==> config.mk <==
export PLATFORM = sky130hd
export DESIGN_NAME = adc_spi_responder
export DESIGN_NICKNAME = d
export VERILOG_FILES = /design/src/rtl/adc_spi_pkg.sv /design/src/rtl/spi_sync_edge.sv /design/src/rtl/adc_spi_responder.sv
export SDC_FILE = /design/constraint.sdc
export NUM_CORES = 1
export LEC_CHECK = 0
export CORE_UTILIZATION = 56
export CTS_CLUSTER_DIAMETER = 30
export DETAILED_ROUTE_END_ITERATION = 8
export HOLD_SLACK_MARGIN = 0.05
export PLACE_DENSITY = 0.9
export SLEW_MARGIN = 20
export SYNTH_ARGS = -nofsm -noshare
export SYNTH_HDL_FRONTEND = slang
export SYNTH_SLANG_ARGS = --single-unit
==> constraint.sdc <==
create_clock -name sys_clk -period 2.4 [get_ports sys_clk]
set_input_delay 0.72 -clock sys_clk [delete_from_list [all_inputs] [get_ports sys_clk]]
set_output_delay 0.72 -clock sys_clk [all_outputs]
set_load 0.01 [all_outputs]
==> src/rtl/adc_spi_pkg.sv <==
`default_nettype none
// ============================================================================
//  Module      : adc_spi_pkg
//  Description : Definitions shared by both ends of the ADC serial link:
//                frame width, idle transmit code and the responder FSM
//                state encoding.
//  Revision    : 1.0 - initial release
// ============================================================================
package adc_spi_pkg;

    // Frame width used by both master and responder.
    localparam int unsigned c_DATA_W    = 8;
    // Word shifted out when no sample is buffered.
    localparam logic [7:0]  c_IDLE_CODE = 8'h00;

    // Responder state encoding.
    localparam logic [1:0]  c_ST_IDLE   = 2'd0;
    localparam logic [1:0]  c_ST_SHIFT  = 2'd1;
    localparam logic [1:0]  c_ST_HOLD   = 2'd2;

    typedef enum logic [1:0] {
        ST_IDLE  = c_ST_IDLE,
        ST_SHIFT = c_ST_SHIFT,
        ST_HOLD  = c_ST_HOLD
    } spi_state_e;

endpackage
`default_nettype wire

==> src/rtl/spi_sync_edge.sv <==
`default_nettype none
// ============================================================================
//  Module      : spi_sync_edge
//  Description : Two-flop synchroniser for one asynchronous pin followed by a
//                third flop for edge detection.
//  Ports       : clk     - sampling clock
//                rst_n   - asynchronous active-low reset
//                i_async - asynchronous pin input
//                o_sync  - synchronised level
//                o_rise  - one-cycle strobe on a synchronised 0->1 edge
//                o_fall  - one-cycle strobe on a synchronised 1->0 edge
//  Revision    : 1.0 - initial release
// ============================================================================
module spi_sync_edge #(
    parameter logic RESET_VAL = 1'b0   // idle level of the pin
) (
    input  logic clk,
    input  logic rst_n,
    input  logic i_async,
    output logic o_sync,
    output logic o_rise,
    output logic o_fall
);

    logic meta_q, meta_d;
    logic sync_q, sync_d;
    logic prev_q, prev_d;

    always_comb begin
        meta_d = i_async;
        sync_d = meta_q;
        prev_d = sync_q;
    end

    always_ff @(posedge clk or negedge rst_n) begin
        if (!rst_n) begin
            meta_q <= RESET_VAL;
            sync_q <= RESET_VAL;
            prev_q <= RESET_VAL;
        end else begin
            meta_q <= meta_d;
            sync_q <= sync_d;
            prev_q <= prev_d;
        end
    end

    assign o_sync = sync_q;
    assign o_rise = sync_q & ~prev_q;
    assign o_fall = ~sync_q & prev_q;

endmodule
`default_nettype wire

==> src/rtl/adc_spi_responder.sv <==
`default_nettype none
// ============================================================================
//  Module      : adc_spi_responder
//  Description : SPI mode-0 responder standing in for the ADC. Serves buffered
//                samples MSB-first on spi_sdo and captures the master's
//                command word from spi_sdi. Pins are oversampled in sys_clk.
//  Ports       : sys_clk, rst_n           - clock, async active-low reset
//                spi_sck/csn/sdi, spi_sdo - serial link
//                sample_data/valid/ready  - sample input handshake
//                cmd_data, cmd_valid      - last command word + update pulse
//                underrun                 - frame started with empty buffer
//                frame_err                - CSN released mid-frame
//  Revision    : 1.0 - initial release
// ============================================================================
module adc_spi_responder
    import adc_spi_pkg::*;
#(
    parameter int unsigned       DATA_W     = c_DATA_W,
    parameter logic [DATA_W-1:0] IDLE_CODE  = c_IDLE_CODE,
    parameter int unsigned       FIFO_DEPTH = 2
) (
    input  logic              sys_clk,
    input  logic              rst_n,
    input  logic              spi_sck,
    input  logic              spi_csn,
    input  logic              spi_sdi,
    output logic              spi_sdo,
    input  logic [DATA_W-1:0] sample_data,
    input  logic              sample_valid,
    output logic              sample_ready,
    output logic [DATA_W-1:0] cmd_data,
    output logic              cmd_valid,
    output logic              underrun,
    output logic              frame_err
);

    localparam int unsigned c_ADDR_W = $clog2(FIFO_DEPTH);
    localparam int unsigned c_PTR_W  = c_ADDR_W + 1;
    localparam int unsigned c_CNT_W  = $clog2(DATA_W) + 1;

    // ------------------------------------------------------------------
    // Pin conditioning
    // ------------------------------------------------------------------
    logic w_sck_rise, w_sck_fall, w_sck_s;
    logic w_csn_rise, w_csn_fall, w_csn_s;
    logic w_sdi_s, w_sdi_rise, w_sdi_fall;

    spi_sync_edge #(.RESET_VAL(1'b0)) u_sync_sck (
        .clk(sys_clk), .rst_n(rst_n), .i_async(spi_sck),
        .o_sync(w_sck_s), .o_rise(w_sck_rise), .o_fall(w_sck_fall)
    );
    spi_sync_edge #(.RESET_VAL(1'b1)) u_sync_csn (
        .clk(sys_clk), .rst_n(rst_n), .i_async(spi_csn),
        .o_sync(w_csn_s), .o_rise(w_csn_rise), .o_fall(w_csn_fall)
    );
    spi_sync_edge #(.RESET_VAL(1'b0)) u_sync_sdi (
        .clk(sys_clk), .rst_n(rst_n), .i_async(spi_sdi),
        .o_sync(w_sdi_s), .o_rise(w_sdi_rise), .o_fall(w_sdi_fall)
    );

    // The synchronisers come out of reset at the idle levels, so releasing
    // reset with CSN already low would look like a CSN fall. Frames are only
    // accepted once the synchronised CSN has been seen high after the
    // synchroniser pipeline has flushed.
    logic [1:0] settle_q, settle_d;
    logic       armed_q, armed_d;

    // ------------------------------------------------------------------
    // Sample FIFO
    // ------------------------------------------------------------------
    logic [DATA_W-1:0]  mem_q [FIFO_DEPTH];
    logic [DATA_W-1:0]  mem_d [FIFO_DEPTH];
    logic [c_PTR_W-1:0] wr_ptr_q, wr_ptr_d;
    logic [c_PTR_W-1:0] rd_ptr_q, rd_ptr_d;
    logic               w_empty, w_full, w_push, w_pop;

    assign w_empty = (wr_ptr_q == rd_ptr_q);
    assign w_full  = (wr_ptr_q[c_ADDR_W] != rd_ptr_q[c_ADDR_W]) &&
                     (wr_ptr_q[c_ADDR_W-1:0] == rd_ptr_q[c_ADDR_W-1:0]);
    assign w_push  = sample_valid && !w_full;

    always_comb begin
        mem_d    = mem_q;
        wr_ptr_d = wr_ptr_q;
        rd_ptr_d = rd_ptr_q;
        if (w_push) begin
            mem_d[wr_ptr_q[c_ADDR_W-1:0]] = sample_data;
            wr_ptr_d = wr_ptr_q + c_PTR_W'(1);
        end
        if (w_pop) begin
            rd_ptr_d = rd_ptr_q + c_PTR_W'(1);
        end
    end

    // ------------------------------------------------------------------
    // Frame state machine
    // ------------------------------------------------------------------
    spi_state_e         state_q, state_d;
    logic [DATA_W-1:0]  tx_q, tx_d;
    logic [DATA_W-1:0]  rx_q, rx_d;
    logic [c_CNT_W-1:0] cnt_q, cnt_d;
    logic               sdo_q, sdo_d;
    logic [DATA_W-1:0]  cmd_data_q, cmd_data_d;
    logic               cmd_valid_q, cmd_valid_d;
    logic               underrun_q, underrun_d;
    logic               frame_err_q, frame_err_d;

    always_comb begin
        settle_d    = {settle_q[0], 1'b1};
        armed_d     = armed_q | (settle_q[1] & w_csn_s);
        state_d     = state_q;
        tx_d        = tx_q;
        rx_d        = rx_q;
        cnt_d       = cnt_q;
        sdo_d       = sdo_q;
        cmd_data_d  = cmd_data_q;
        cmd_valid_d = 1'b0;
        underrun_d  = 1'b0;
        frame_err_d = 1'b0;
        w_pop       = 1'b0;

        case (state_q)
            ST_IDLE: begin
                sdo_d = 1'b0;
                if (w_csn_fall && armed_q) begin
                    // Emptiness is judged before this cycle's push, so a
                    // sample arriving together with the frame start waits.
                    if (!w_empty) begin
                        tx_d  = mem_q[rd_ptr_q[c_ADDR_W-1:0]];
                        w_pop = 1'b1;
                    end else begin
                        tx_d       = IDLE_CODE;
                        underrun_d = 1'b1;
                    end
                    sdo_d   = tx_d[DATA_W-1];
                    cnt_d   = '0;
                    rx_d    = '0;
                    state_d = ST_SHIFT;
                end
            end

            ST_SHIFT: begin
                if (w_csn_rise) begin
                    frame_err_d = 1'b1;
                    rx_d        = '0;
                    sdo_d       = 1'b0;
                    state_d     = ST_IDLE;
                end else if (w_sck_rise) begin
                    rx_d  = {rx_q[DATA_W-2:0], w_sdi_s};
                    cnt_d = cnt_q + c_CNT_W'(1);
                    if (cnt_q == c_CNT_W'(DATA_W - 1)) begin
                        cmd_data_d  = rx_d;
                        cmd_valid_d = 1'b1;
                        sdo_d       = 1'b0;
                        state_d     = ST_HOLD;
                    end
                end else if (w_sck_fall) begin
                    tx_d  = {tx_q[DATA_W-2:0], 1'b0};
                    sdo_d = tx_q[DATA_W-2];
                end
            end

            ST_HOLD: begin
                sdo_d = 1'b0;
                if (w_csn_rise) begin
                    state_d = ST_IDLE;
                end
            end

            default: begin
                sdo_d   = 1'b0;
                state_d = ST_IDLE;
            end
        endcase
    end

    always_ff @(posedge sys_clk or negedge rst_n) begin
        if (!rst_n) begin
            settle_q    <= '0;
            armed_q     <= 1'b0;
            wr_ptr_q    <= '0;
            rd_ptr_q    <= '0;
            for (int i = 0; i < int'(FIFO_DEPTH); i++) begin
                mem_q[i] <= '0;
            end
            state_q     <= ST_IDLE;
            tx_q        <= '0;
            rx_q        <= '0;
            cnt_q       <= '0;
            sdo_q       <= 1'b0;
            cmd_data_q  <= '0;
            cmd_valid_q <= 1'b0;
            underrun_q  <= 1'b0;
            frame_err_q <= 1'b0;
        end else begin
            settle_q    <= settle_d;
            armed_q     <= armed_d;
            wr_ptr_q    <= wr_ptr_d;
            rd_ptr_q    <= rd_ptr_d;
            mem_q       <= mem_d;
            state_q     <= state_d;
            tx_q        <= tx_d;
            rx_q        <= rx_d;
            cnt_q       <= cnt_d;
            sdo_q       <= sdo_d;
            cmd_data_q  <= cmd_data_d;
            cmd_valid_q <= cmd_valid_d;
            underrun_q  <= underrun_d;
            frame_err_q <= frame_err_d;
        end
    end

    assign spi_sdo      = sdo_q;
    assign sample_ready = !w_full;
    assign cmd_data     = cmd_data_q;
    assign cmd_valid    = cmd_valid_q;
    assign underrun     = underrun_q;
    assign frame_err    = frame_err_q;

    // Level outputs of SCK and the SDI edge strobes are not needed here.
    logic w_unused;
    assign w_unused = w_sck_s ^ w_sdi_rise ^ w_sdi_fall;

endmodule
`default_nettype wire

# Yosys cells after proc, flatten, opt, wreduce, memory -nomap -nowiden
# Index checks and enable logic that the tools add are counted.
# Widths: inputs -> output; s select.
totals:
  register_bits: 63
  inputBits: 14
  out_inout_bits: 13
  elab_cells: 115
op_classes:
  add_sub_neg: 3
  n_lt_le_gt_ge: 3
  eq_ne: 16
  mux: 44
  bitwise: 13
  reduce_logical: 13
op_table:
  columns: ["operator", "n"]
  rows:
  - ["$mux 7", 7]
  - ["$mux 8", 5]
  - ["$pmux 7 s2", 2]
  - ["$mux 1", 17]
  - ["$bwmux 16", 1]
  - ["$mux 4", 3]
  - ["$reduce_and 4->1", 3]
  - ["$mux 2", 5]
  - ["$demux 8 s1", 1]
  - ["$pmux 4 s2", 1]
  - ["$ne 2x1->1 const B", 3]
  - ["$ne 2x2->1 const B", 3]
  - ["$pmux 2 s3", 1]
  - ["$and 1x1->1", 5]
  - ["$not 1->1", 5]
  - ["$reduce_and 5->1", 1]
  - ["$add 2x1->2 const B", 2]
  - ["$add 4x1->4 const B", 1]
  - ["$eq 4x3->1 const B", 1]
  - ["$ge 2x2->1 const B", 2]
  - ["$logic_and 1x1->1", 4]
  - ["$ne 4x1->1 const B", 1]
  - ["$ne 4x3->1 const B", 1]
  - ["$not 1->2", 2]
  - ["15 further kinds", 15]

# Longest topological paths before layout
logic_depth:
  word_depth: 7
  mapped_depth: 6
  depth_no_buf: 4

# Hierarchy
# A second synthesis with hierarchy kept.
hier_totals:
  cells_unflattened: 220
  hier_area_um2: 2803.9
modules_own_cells:
  columns: ["module", "n_inst", "cells_each", "area_per_inst_um2", "seq_area_each_um2"]
  rows:
  - ["adc_spi_responder", 1, 205, 2529.9, 1376.3]
  - ["spi_sync_edge (u_sync_sck ...)", 2, 5, 90.1, 75.1]
  - ["spi_sync_edge (u_sync_csn)", 1, 5, 93.8, 78.8]

# Worst setup path after synthesis
# OpenSTA, ideal clock, no wires.
synth_path:
  path_type: "register -> register"
  from: "register u_sync_csn.sync_q, in the netlist u_sync_csn.o_sync"
  to: "register rx_q[1]"
  setup_time_ns: 0.125
  t_arrival_ns: 1.623
  required_ns: 2.275
  slack_ns: 0.652
  stages_incl_launch_ff: 6
  path_buffers: 1
  synth_period_minus_slack_ns: 1.748
  path_cell_list: "dfstp_2 -> nor2b_1 -> buf_4 -> o21ai_0 -> a21oi_2 -> mux2_2"
synth_via:
  elab_chain_len: 5
  elab_cells_between_ends: 9
  classes_between: "eq/ne (2); mux (2); bitwise (3); reduce/logical (2)"
synth_rtl:
  columns: ["item", "line", "source"]
  rows:
  - ["from (decl)", "spi_sync_edge.sv:26", "logic sync_q, sync_d;"]
  - ["from (signal assigned)", "spi_sync_edge.sv:42", "sync_q <= sync_d;"]
  - ["$not 1->1", "spi_sync_edge.sv:49", "assign o_fall = ~sync_q & prev_q;"]
  - ["$and 1x1->1", "spi_sync_edge.sv:49", null]
  - ["$logic_and 1x1->1", "adc_spi_responder.sv:125", "if (w_csn_fall && armed_q) begin"]
  - ["$ne 2x2->1 (no source line)", null, null]
  - ["$reduce_and 3->1 (no source line)", null, null]
  - ["to (signal assigned)", "adc_spi_responder.sv:203", "rx_q <= rx_d;"]
  - ["to (decl)", "adc_spi_responder.sv:100", "logic [DATA_W-1:0] rx_q, rx_d;"]
# Parallel ways exist; a longest one is shown, timed or not.
# A chain may end at the register's enable or synchronous reset.

# Final worst setup path
layout_path:
  from: "register wr_ptr_q[0]"
  to: "output port sample_ready"
layout_via:
  elab_chain_len: 3
layout_rtl:
  columns: ["item", "line", "source"]
  rows:
  - ["from (decl)", "adc_spi_responder.sv:73", "logic [c_PTR_W-1:0] wr_ptr_q, wr_ptr_d;"]
  - ["from (signal assigned)", "adc_spi_responder.sv:198", "wr_ptr_q <= wr_ptr_d;"]
  - ["$eq 1x1->1", "adc_spi_responder.sv:79", "(wr_ptr_q[c_ADDR_W-1:0] == rd_ptr_q[c_ADDR_W-1:0]);"]
  - ["$logic_and 1x1->1", "adc_spi_responder.sv:78", "assign w_full = (wr_ptr_q[c_ADDR_W] != rd_ptr_q[c_ADDR_W]) &&"]
  - ["$logic_not 1->1", "adc_spi_responder.sv:214", "assign sample_ready = !w_full;"]
  - ["to (decl)", "adc_spi_responder.sv:30", "output logic sample_ready,"]
# No other way between the ends.

==> metrics.yaml <==
status:
  status: "complete, no violations"
routing:
  routed_wl_um: 4430
  wl_per_cell_um: 14.9
  route.antenna.remaining_nets: 0
  drt_iter0_markers: 90
  first_pass_iters: 5
  drc: 0
  vias_per_cell: 5.64
  via_count: 1675
synthesis:
  yosys.area_share.adder_pct: 0.478
  synth_seq_cells: 63
  yosys.area.top_type_share_pct: 57.4
  syn-num-nets: 219
  yosys.area_share.simple_pct: 10.3
  synthCells: 204
  synth_compound_area_share_pct: 7.27
  yosysSeqAreaShare_pct: 60.4
  synth-warning-count: 0
  muxShareOfSynthArea_pct: 16.7
  yosysUniqueCellTypes: 40
  yosys-top-cells-area: "dfrtp_1 57%, mux2_2 12%, mux2i_1 4.2%"
  avgSynthCellArea_um2: 12.8
  post-synth-top-area-cell: "dfrtp_1"
  synth_xor_xnor_area_share_pct: 2.34
  syn_area_mm2: 0.00262
  synth_top_family_by_area: "multiplexers"
clock_network:
  tritoncts: "done"
  numCtsBuffers: 9
  cts_max_level: 3
  holdBufCountCts: 0
  clk_pin_slew_ns: 0.06
  clk_latency_ns: 0.34
  cts_buffer_depth: 2
  cts_sinks: 63
  cts-root-buf: "clkbuf_8"
sta:
  setup_ws_ns: 0.0877
  finalClockSkew_ns: 0.00672
  tns_ns: 0
  period_share_pct: 96.3
  rsz0062_at_grt: "no"
  max_freq_ghz: 0.432
  setup_violations: 0
  drv_slew: 0
  finalHoldViolCount: 0
  period_needed_ns: 2.31
critical_path:
  r2r_end: "spi_sdo$_DFFE_PN0P_"
  slowest_delay_ns: 0.54
  critPathMaxFanout: 4
  path_cells: "xnor2_2, nand2_1, clkdlybuf4s50_1"
  reg2reg_slack_ns: 0.52
  cp.arrival_ns: 1.59
  worstSetupStartpointType: "flip-flop"
  cp-end-kind: "output port"
  startpoint: "wr_ptr_q[0]$_DFFE_PN0P_"
  r2r_start: "state_q[1]$_DFFE_PN0P_"
  path_class: "flip-flop to output port"
  cpMaxStageDelayCell: "clkdlybuf4s50_1"
  reg2reg_depth: 4
  required_ns: 1.68
  cp-endpoint: "sample_ready"
global_routing:
  grt_max_degree: 64
  grt-ovfl-total: 0
  grt_pass1_vias: 1645
  grt_pass1_wl_um: 7730
  track_usage_pct: 20.9
  antenna_found_initial: 0
power_and_ir_drop:
  power_mw: 3.52
  max-vdd-ir-drop_mv: 0.746
  p_leak_nw: 1.41
  p_per_area_mw_per_mm2: 1110
place:
  post-place-ws_ns: 0.167
  port_buffers: 26
  gp_congestion: 0.763
  hpwlAfterDp_um: 2870
  placed_cell_area_mm2: 0.00295
floorplanning:
  ios: 27
  initial_core_util_pct: 59.2
  num_rows: 24
  coreArea_mm2: 0.00441
  die_h_um: 70.3
  die_area_mm2: 0.00495
  die-width_um: 70.3
final_layout:
  n_antenna_cell: 0
  finalInstanceArea_mm2: 0.00317
  syn2layout_area_growth_pct: 21.2
  layout_commonest_cell: "dfrtp_1"
  fillCellCount: 287
  post-route-util_pct: 71.8
  most-common-layout-cells: "60 x dfrtp_1, 29 x mux2_2, 25 x clkdlybuf4s50_1"
  nets: 255
  drive_gt1_share_pct: 23.7
min_path:
  worstHoldStart: "u_sync_sck.meta_q$_DFF_PN0_"
  hp-class: "flip-flop to flip-flop"
run:
  maxCapViolCount: 0
power breakdown:
group	internal, mW	switching, mW
clock	0.610	0.377
sequential	1.34	0.181
combinational	0.521	0.489
through the flow:
step | std cells | hold WS (ns)
after floorplan | 204 | 0.331
after global placement | 281 | 0.332
after detailed placement | 281 | 0.336
after CTS | 297 | 0.352
after global routing | 297 | 0.358
final | 297 | 0.352
cells by family (layout without fill, tap and decap cells):
kind of cell	count (synthesis)	in the layout
other	1	1
muxes	40	40
and+or+nand+nor	53	53
DFF	63	63
buffers and inverters	12	53
AOI/OAI and AO/OA	27	27
adders and majority gates	1	1
xor gates and xnor gates	7	7
synthesized netlist by cell type, drive strengths merged:
| cell type | number |
|---|---|
| nand2b | 5 |
| a21oi | 9 |
| nand3 | 6 |
| a21o | 2 |
| o31ai | 1 |
| nand3b | 1 |
| conb | 1 |
| inv | 6 |
| nor3b | 1 |
| ha | 1 |
| a21bo | 1 |
| dfstp | 3 |
| nor3 | 4 |
| mux2i | 11 |
| nand4 | 2 |
| a22oi | 6 |
| o22ai | 1 |
| nor4 | 1 |
| nand2 | 10 |
| dfrtp | 60 |
| xor2 | 1 |
| nor2b | 2 |
| a32o | 1 |
| o32ai | 2 |
| or2 | 1 |
| xnor2 | 6 |
| and2b | 1 |
| mux2 | 29 |
| nor2 | 18 |
| nand4bb | 1 |
| buf | 6 |
| o21ai | 3 |
| o211ai | 1 |
sequential cells by signal (all words and copies together) (netlist names), 2 cells and up:
signal and flops:
rd_ptr_q 2, settle_q 2, state_q 2, tx_q 7
cnt_q 4, cmd_data 8, mem_q 16, rx_q 7
wr_ptr_q 2
metal layers:
layer	global-route usage (%)	share of wire, %	vias to the layer above
met1	30.0	47	831
met5	0	0	-
li1	-	-	789
met3	5.19	4.3	13
met2	27.6	45	42
met4	14.4	2.9	0
worst min-delay path by stage:
stage / to / slack [ns] / cells past startpoint
CTS: u_sync_sdi.o_sync$_DFF_PN0_ / 0.35 / 0
finish: u_sync_sck.o_sync$_DFF_PN0_ / 0.35 / 0
detailed placement: u_sync_sdi.o_sync$_DFF_PN0_ / 0.34 / 0
global placement: settle_q[1]$_DFF_PN0_ / 0.33 / 0
global route: u_sync_sck.o_sync$_DFF_PN0_ / 0.36 / 0
floorplan: settle_q[1]$_DFF_PN0_ / 0.33 / 0
critical path, delay by kind of cell (launching register included):
family                    cells  cell delay [ns]
and+or+nand+nor               1             0.11
buffers and inverters         1             0.54
DFF                           1             0.43
xor gates and xnor gates      1             0.18
layout make-up:
cell class / instances / area (µm²) / share of cell area (%)
clock inverters: 4 / 70.1 / 2.21
inverters: 6 / 22.5 / 0.710
well taps: 52 / 65.1 / 2.05
flip-flops and latches: 63 / 1580 / 49.8
multi-input cells: 129 / 982 / 31.0
clock buffers: 12 / 145 / 4.58
repair buffers: 31 / 305 / 9.63
repair_timing:
action / CTS / global route
endpoints found under the setup margin: 1 / 1
gates resized for setup: 1 / 0
buffers inserted: 0 / 0
pin swaps: 0 / 1
No activity file was read; power rests on OpenSTA's default activity.
